`src/rtl/l2c_pkg.sv`:
```
// Shared types for the ifmap preheat controller: layer modes, FSM states, pop-count width helper.
package l2c_pkg;

    typedef enum logic [1:0] {
        PW   = 2'd0,
        DW   = 2'd1,
        CONV = 2'd2,
        RSVD = 2'd3
    } layer_type_e;

    typedef enum logic [2:0] {
        S_IDLE  = 3'd0,
        S_CALC  = 3'd1,
        S_ISSUE = 3'd2,
        S_WAIT  = 3'd3,
        S_DONE  = 3'd4
    } state_e;

    // Bits needed to hold NUM_FIFO+K_MAX-1, the largest pop count the block can produce.
    function automatic int pop_w_req(input int num_fifo, input int k_max);
        return $clog2(num_fifo + k_max);
    endfunction

endpackage

```
`src/rtl/l2c_preheat_ctrl_if.sv`:
```
// Bundle between the layer controller / ifmap FIFO bank (master) and the preheat controller (slave).
interface l2c_preheat_ctrl_if #(
    parameter int NUM_FIFO = 32,
    parameter int K_MAX    = 3,
    parameter int POP_W    = 8,
    parameter int TO_W     = 16
);
    localparam int KW = $clog2(K_MAX + 1);

    logic                            start_i;
    logic                            abort_i;
    logic [1:0]                      layer_type_i;
    logic [KW-1:0]                   kernel_i;
    logic [NUM_FIFO-1:0]             row_mask_i;
    logic [TO_W-1:0]                 timeout_i;
    logic [NUM_FIFO-1:0]             fifo_done_i;
    logic [NUM_FIFO-1:0]             need_pop_o;
    logic [NUM_FIFO-1:0][POP_W-1:0]  pop_num_o;
    logic                            busy_o;
    logic                            done_o;
    logic                            err_o;

    modport master (
        output start_i, abort_i, layer_type_i, kernel_i, row_mask_i, timeout_i, fifo_done_i,
        input  need_pop_o, pop_num_o, busy_o, done_o, err_o
    );

    modport slave (
        input  start_i, abort_i, layer_type_i, kernel_i, row_mask_i, timeout_i, fifo_done_i,
        output need_pop_o, pop_num_o, busy_o, done_o, err_o
    );

endinterface

```
`src/rtl/l2c_pop_num_calc.sv`:
```
// CALC-phase row walker: one row per cycle, fills the pop-count register file and the effective-active mask.
module l2c_pop_num_calc
    import l2c_pkg::*;
#(
    parameter int NUM_FIFO = 32,
    parameter int K_MAX    = 3,
    parameter int POP_W    = 8,
    localparam int KW      = $clog2(K_MAX + 1)
) (
    input  logic                           clk,
    input  logic                           rst,
    input  logic                           clr,
    input  logic                           en,
    input  layer_type_e                    ltype,
    input  logic [KW-1:0]                  k,
    input  logic [NUM_FIFO-1:0]            mask,
    output logic [NUM_FIFO-1:0][POP_W-1:0] pop_num,
    output logic [NUM_FIFO-1:0]            eff_act,
    output logic                           last
);
    localparam int RW = (NUM_FIFO > 1) ? $clog2(NUM_FIFO) : 1;
    localparam logic [POP_W:0] MAXV = {1'b0, {POP_W{1'b1}}};

    logic [RW-1:0]    row;
    logic [KW-1:0]    idx;
    logic [POP_W:0]   grp;      // K*g: base of the current depthwise group
    logic             grp_ok;
    logic             grp_ok_now;
    logic             act;
    logic [POP_W+1:0] grp_sum;
    logic [POP_W:0]   grp_sat;
    logic [POP_W-1:0] wdata;

    always_comb begin
        // A group is complete only if its last row still fits; decided once at the group's first row.
        grp_ok_now = (idx == '0) ? ((int'(row) + int'(k)) <= NUM_FIFO) : grp_ok;
        grp_sum    = {1'b0, grp} + (POP_W+2)'(k);
        grp_sat    = (grp_sum > (POP_W+2)'(MAXV)) ? MAXV : grp_sum[POP_W:0];
        act        = 1'b0;
        wdata      = '0;
        case (ltype)
            PW:      begin act = mask[row];              wdata = POP_W'(1);           end
            CONV:    begin act = mask[row];              wdata = POP_W'(k);           end
            DW:      begin act = mask[row] & grp_ok_now; wdata = grp_sat[POP_W-1:0];  end
            default: ;
        endcase
        if (!act) wdata = '0;
    end

    assign last = (row == RW'(NUM_FIFO - 1));

    always_ff @(posedge clk) begin
        if (rst || clr) begin
            row     <= '0;
            idx     <= '0;
            grp     <= '0;
            grp_ok  <= 1'b0;
            pop_num <= '0;
            eff_act <= '0;
        end else if (en) begin
            pop_num[row] <= wdata;
            eff_act[row] <= act;
            grp_ok       <= grp_ok_now;
            row          <= row + RW'(1);
            if (idx == k - KW'(1)) begin
                idx <= '0;
                grp <= grp_sat;
            end else begin
                idx <= idx + KW'(1);
            end
        end
    end

endmodule

```
`src/rtl/l2c_preheat_ctrl.sv`:
```
// Preheat controller: computes per-row pop counts, issues one pop request, waits for every active FIFO.
module l2c_preheat_ctrl
    import l2c_pkg::*;
#(
    parameter int NUM_FIFO = 32,
    parameter int K_MAX    = 3,
    parameter int POP_W    = 8,
    parameter int TO_W     = 16
) (
    input logic               clk,
    input logic               rst,
    l2c_preheat_ctrl_if.slave bus
);
    localparam int KW = $clog2(K_MAX + 1);

    if (K_MAX < 1) begin : g_chk_kmax
        $error("l2c_preheat_ctrl: K_MAX must be >= 1");
    end
    if (POP_W < pop_w_req(NUM_FIFO, K_MAX)) begin : g_chk_popw
        $error("l2c_preheat_ctrl: POP_W cannot hold NUM_FIFO+K_MAX-1");
    end

    state_e                         state;
    layer_type_e                    ltype;
    logic [KW-1:0]                  k;
    logic [NUM_FIFO-1:0]            mask;
    logic [NUM_FIFO-1:0]            sticky;
    logic [NUM_FIFO-1:0]            seen;
    logic [NUM_FIFO-1:0]            eff_act;
    logic [NUM_FIFO-1:0][POP_W-1:0] pop_reg;
    logic [TO_W-1:0]                to_lim;
    logic [TO_W-1:0]                to_cnt;
    logic                           err;
    logic                           accept, bad, last, complete, expire;

    assign accept   = (state == S_IDLE) && bus.start_i;
    assign bad      = (ltype == RSVD) || ((ltype != PW) && ((k == '0) || (int'(k) > K_MAX)));
    assign seen     = sticky | (bus.fifo_done_i & eff_act);
    assign complete = (seen == eff_act);
    assign expire   = (to_lim != '0) && ((to_cnt + TO_W'(1)) == to_lim);

    l2c_pop_num_calc #(.NUM_FIFO(NUM_FIFO), .K_MAX(K_MAX), .POP_W(POP_W)) u_calc (
        .clk     (clk),
        .rst     (rst),
        .clr     (accept),
        .en      ((state == S_CALC) && !bad),
        .ltype   (ltype),
        .k       (k),
        .mask    (mask),
        .pop_num (pop_reg),
        .eff_act (eff_act),
        .last    (last)
    );

    always_comb begin
        bus.need_pop_o = '0;
        if ((state == S_ISSUE) && !bus.abort_i) bus.need_pop_o = eff_act;
    end

    assign bus.pop_num_o = (state == S_CALC) ? '0 : pop_reg;
    assign bus.busy_o    = (state != S_IDLE);
    assign bus.done_o    = (state == S_DONE);
    assign bus.err_o     = err;

    always_ff @(posedge clk) begin
        if (rst) begin
            state  <= S_IDLE;
            ltype  <= PW;
            k      <= '0;
            mask   <= '0;
            to_lim <= '0;
            to_cnt <= '0;
            sticky <= '0;
            err    <= 1'b0;
        end else begin
            case (state)
                S_IDLE: if (bus.start_i) begin
                    ltype  <= layer_type_e'(bus.layer_type_i);
                    k      <= bus.kernel_i;
                    mask   <= bus.row_mask_i;
                    to_lim <= bus.timeout_i;
                    to_cnt <= '0;
                    sticky <= '0;
                    err    <= 1'b0;
                    state  <= S_CALC;
                end
                S_CALC: begin
                    if (bus.abort_i)  state <= S_IDLE;
                    else if (bad)     begin state <= S_DONE; err <= 1'b1; end
                    else if (last)    state <= S_ISSUE;
                end
                S_ISSUE: begin
                    if (bus.abort_i) state <= S_IDLE;
                    else begin
                        sticky <= bus.fifo_done_i & eff_act;
                        to_cnt <= '0;
                        state  <= S_WAIT;
                    end
                end
                S_WAIT: begin
                    if (bus.abort_i) state <= S_IDLE;
                    else begin
                        sticky <= seen;
                        to_cnt <= to_cnt + TO_W'(1);
                        // Completion is checked first so a same-cycle timeout leaves err clear.
                        if (complete)    state <= S_DONE;
                        else if (expire) begin state <= S_DONE; err <= 1'b1; end
                    end
                end
                S_DONE:  state <= S_IDLE;
                default: state <= S_IDLE;
            endcase
        end
    end

endmodule

```
`src/flat_wrapper.sv`:
```
// flat-port wrapper written by rule: the top's interface ports become plain ports
module l2c_preheat_ctrl_flat import l2c_pkg::*;
#(
    parameter int NUM_FIFO = 32,
    parameter int K_MAX    = 3,
    parameter int POP_W    = 8,
    parameter int TO_W     = 16
)
  (clk, rst, bus_start_i, bus_abort_i, bus_layer_type_i, bus_kernel_i, bus_row_mask_i, bus_timeout_i, bus_fifo_done_i, bus_need_pop_o, bus_pop_num_o, bus_busy_o, bus_done_o, bus_err_o);
  l2c_preheat_ctrl_if #(.NUM_FIFO(NUM_FIFO), .K_MAX(K_MAX), .POP_W(POP_W), .TO_W(TO_W)) bus_i ();
  input logic clk;
  input logic rst;
  input wire logic [$bits(bus_i.start_i)-1:0] bus_start_i;
  input wire logic [$bits(bus_i.abort_i)-1:0] bus_abort_i;
  input wire logic [$bits(bus_i.layer_type_i)-1:0] bus_layer_type_i;
  input wire logic [$bits(bus_i.kernel_i)-1:0] bus_kernel_i;
  input wire logic [$bits(bus_i.row_mask_i)-1:0] bus_row_mask_i;
  input wire logic [$bits(bus_i.timeout_i)-1:0] bus_timeout_i;
  input wire logic [$bits(bus_i.fifo_done_i)-1:0] bus_fifo_done_i;
  output wire logic [$bits(bus_i.need_pop_o)-1:0] bus_need_pop_o;
  output wire logic [$bits(bus_i.pop_num_o)-1:0] bus_pop_num_o;
  output wire logic [$bits(bus_i.busy_o)-1:0] bus_busy_o;
  output wire logic [$bits(bus_i.done_o)-1:0] bus_done_o;
  output wire logic [$bits(bus_i.err_o)-1:0] bus_err_o;
  assign bus_i.start_i = bus_start_i;
  assign bus_i.abort_i = bus_abort_i;
  assign bus_i.layer_type_i = bus_layer_type_i;
  assign bus_i.kernel_i = bus_kernel_i;
  assign bus_i.row_mask_i = bus_row_mask_i;
  assign bus_i.timeout_i = bus_timeout_i;
  assign bus_i.fifo_done_i = bus_fifo_done_i;
  assign bus_need_pop_o = bus_i.need_pop_o;
  assign bus_pop_num_o = bus_i.pop_num_o;
  assign bus_busy_o = bus_i.busy_o;
  assign bus_done_o = bus_i.done_o;
  assign bus_err_o = bus_i.err_o;
  l2c_preheat_ctrl #(.NUM_FIFO(NUM_FIFO), .K_MAX(K_MAX), .POP_W(POP_W), .TO_W(TO_W)) u_core (.clk(clk), .rst(rst), .bus(bus_i));
endmodule
```
`config.mk`:
```
export PLATFORM = sky130hd
export DESIGN_NAME = l2c_preheat_ctrl_flat
export DESIGN_NICKNAME = d
export VERILOG_FILES = /design/src/rtl/l2c_pkg.sv /design/src/rtl/l2c_preheat_ctrl_if.sv /design/src/rtl/l2c_pop_num_calc.sv /design/src/rtl/l2c_preheat_ctrl.sv /design/src/flat_wrapper.sv
export SDC_FILE = /design/constraint.sdc
export NUM_CORES = 1
export LEC_CHECK = 0
export CAP_MARGIN = 5
export CORE_MARGIN = 2
export CORE_UTILIZATION = 50
export CTS_BUF_LIST = sky130_fd_sc_hd__clkbuf_4 sky130_fd_sc_hd__clkbuf_8 sky130_fd_sc_hd__clkbuf_16
export DETAILED_ROUTE_END_ITERATION = 16
export GPL_TIMING_DRIVEN = 0
export PLACE_DENSITY = 0.78
export SYNTH_ARGS = -nofsm -noshare
export SYNTH_HDL_FRONTEND = slang
export SYNTH_SLANG_ARGS = --single-unit
```
`constraint.sdc`:
```
create_clock -name clk -period 7.46 [get_ports clk]
set_input_delay 1.865 -clock clk [delete_from_list [all_inputs] [get_ports clk]]
set_output_delay 1.865 -clock clk [all_outputs]
set_load 0.03 [all_outputs]
```
==> run metrics <==
DIE AREA around 37,000 sq um; setup repair bufs after CTS 0; DIE WIDTH 193 um; worst r2r src u_core.k[0]; Core Footprint 35,300 sq um; Top FF cell, synth dfxtp_1; Placer Congestion 0.949; largest net degree at the start of global routing 15; syn_nets 2,284; synth warn 0; WL final 61,900 um; Max Cap Viol 0; Worst Path Max Fanout 10; CP Launch Type primary input; fin nets 2,706; worst rel slew slack 39.1%; Final ANT Viol Nets 0; final count of hold timing violations 0; Worst Tran Pin Value between 900 and 1000 ps; Initial DRC Count ~1,700; Critical Path AT 4610 ps; dpl hpwl 46,900 um; unique cell type count in the Yosys netlist 67; Layout Utilization approximately 67%; detailed-route via count 18,000; Hold Crit Endpoint u_core.u_calc.pop_num[59]; CTS Buffer Depth 3; Slew Viols, Final 0; crit end category output pin; post-synthesis cell count 2,182; GRT overflow 0; Mapped Area 17,800 sq um; outcome completed; FF+latch count, synth 409; sequential cell area fraction in the yosys report 46.0%; layout cell share with drive strength beyond 1 5.01%; EDFF count, synth 0; Async S/R FF share, synth 0%; Final Power roughly 4.8 mW; Starting Density 50.4%; port buffer count between 300 and 400; die height 193 um; VDD IR max approximately 170 uV; setup_tns 0 ps; worst clock skew roughly 20 ps; fin crit period 6480 ps; Via density roughly 5.8; vias in the first global route 16,600; DRT Pass-1 Iters 7; initial antenna violation count 0; Hold Buf Count CTS 0; clk root buf clkbuf_16; mean post-synth cell area 8.15 sq um; Overall Global Routing Usage around 32%; Worst EP required 5600 ps; most common cell after layout, fill and taps aside dfxtp_1; Crit Reg-Reg Endpoint u_core.u_calc.pop_num[168]; PostCTS Resize Cnt 0; P_leak 8.35 nW; CTS Buf Count 42; CTS Sinks between 400 and 500; Row Count 69; DRC 0; post-DR wirelength/cell 20.0 um; Ant. Diodes 0; Hold Crit Class reg2reg; io pins 379; period utilization 86.8%; Crit Path Class in2out; P&R area growth vs syn 32.5%; Hold WS 449 ps; Worst R2R Setup Slack 3820 ps; most frequent cells in the layout dfxtp_1 (409), nand2_1 (382), clkdlybuf4s50_1 (378); pwr dens 203 nW/um^2; hold depth 2; clk_lat worst skew ~550 ps; CTS tree yes; # H-tree levels 2; clock-pin slew on the worst setup and hold paths 60 ps; HP Start u_core.u_calc.pop_num[59]; reg2reg path depth 10; Max Freq 154 MHz; first-pass GRT wire length 92,100 um; # setup viols final 0; RSZ-0062 raised after global routing no
final cells by class:
class,count,area (sq um)
fillers,2931,11700
clock inverters,15,203
inverters,33,124
well taps,461,577
multi-input cells,1583,8850
flip-flops and latches,409,8190
repair buffers,378,3780
plain buffers,157,624
clock buffers,58,1230
worst max path at each step:
stage | from | end | slack (ps) | cells after the start
5_1_grt | bus_abort_i | bus_need_pop_o[25] | 840 | 8
3_5_place_dp | bus_abort_i | bus_need_pop_o[29] | 990 | 8
2_1_floorplan | bus_abort_i | bus_need_pop_o[21] | 2510 | 6
6_report | bus_abort_i | bus_need_pop_o[29] | 980 | 8
4_1_cts | bus_abort_i | bus_need_pop_o[29] | 990 | 8
3_3_place_gp | bus_abort_i | bus_need_pop_o[22] | 1030 | 8
metrics by stage:
step / setup slack [ps] / std cells / instance area (sq um)
after floorplan: 2510 / 2182 / 17800
after global placement: 1030 / 3021 / 22100
after detailed placement: 992 / 3021 / 22100
after CTS: 985 / 3094 / 23600
after global routing: 835 / 3094 / 23600
final: 981 / 3094 / 23600
flip-flops by register name, summed over array words and instances, names as in the netlist:
| register | flops |
|---|---|
| u_core.to_cnt | 16 |
| u_core.state | 3 |
| u_core.u_calc.grp_ok | 1 |
| u_core.sticky | 32 |
| u_core.to_lim | 16 |
| u_core.ltype | 2 |
| u_core.u_calc.row | 5 |
| u_core.mask | 32 |
| u_core.u_calc.idx | 2 |
| u_core.u_calc.eff_act | 32 |
| u_core.k | 2 |
| u_core.u_calc.pop_num | 256 |
| u_core.u_calc.grp | 9 |
| u_core.bus.err_o | 1 |
layer usage:
layer,GRT usage [%],routed length [um],up-vias
li1,-,-,8373
met1,40.3,24500,8443
met2,53.5,28900,966
met3,5.11,5230,203
met4,16.9,3300,0
met5,0,0,-
cells in the mapped netlist (5+ instances only):
master,count,area (sq um)
dfxtp_1,409,8190
nand2_1,382,1430
and2_1,289,1810
o22ai_1,152,951
clkbuf_1,125,469
nor2_1,120,450
o21ai_1,107,536
a21oi_1,103,515
nand3_1,74,370
o21ai_0,51,255
a32oi_1,33,289
inv_1,33,124
nor3b_1,33,248
buf_2,25,125
nor4_1,21,131
nor3_1,19,95.1
nor2_2,14,87.6
xnor2_1,14,123
xor2_1,14,123
mux2i_1,13,130
nor2b_1,13,81.3
ha_1,12,150
and3_1,11,68.8
nand4_1,10,62.6
mux4_2,8,180
and4_1,6,52.6
buf_1,6,22.5
nand2b_1,5,31.3
or2_0,5,31.3
critical path, stage by stage:
cell,delay (ps)
clkdlybuf4s50_1,530
nand2b_1,200
clkbuf_1,170
nor3_1,270
clkbuf_1,430
clkbuf_1,290
and2_1,170
clkdlybuf4s50_1,680
cell families (layout without fill, tap and decap cells):
kind of cell | count (synthesis) | after routing | share of synthesized area, %
compound gates | 492 | 492 | 16.5
xor+xnor | 28 | 28 | 1.38
fa+ha+maj | 15 | 15 | 1.13
buf+inv | 190 | 641 | 4.21
flops | 409 | 409 | 46.0
mux | 21 | 21 | 1.74
simple gates | 1027 | 1027 | 29.0
power breakdown:
part           internal [mW]  switching [mW]
clock network           1.29           0.875
logic                  0.118           0.262
registers               2.21          0.0220
Power figures use the tool's default switching activity.
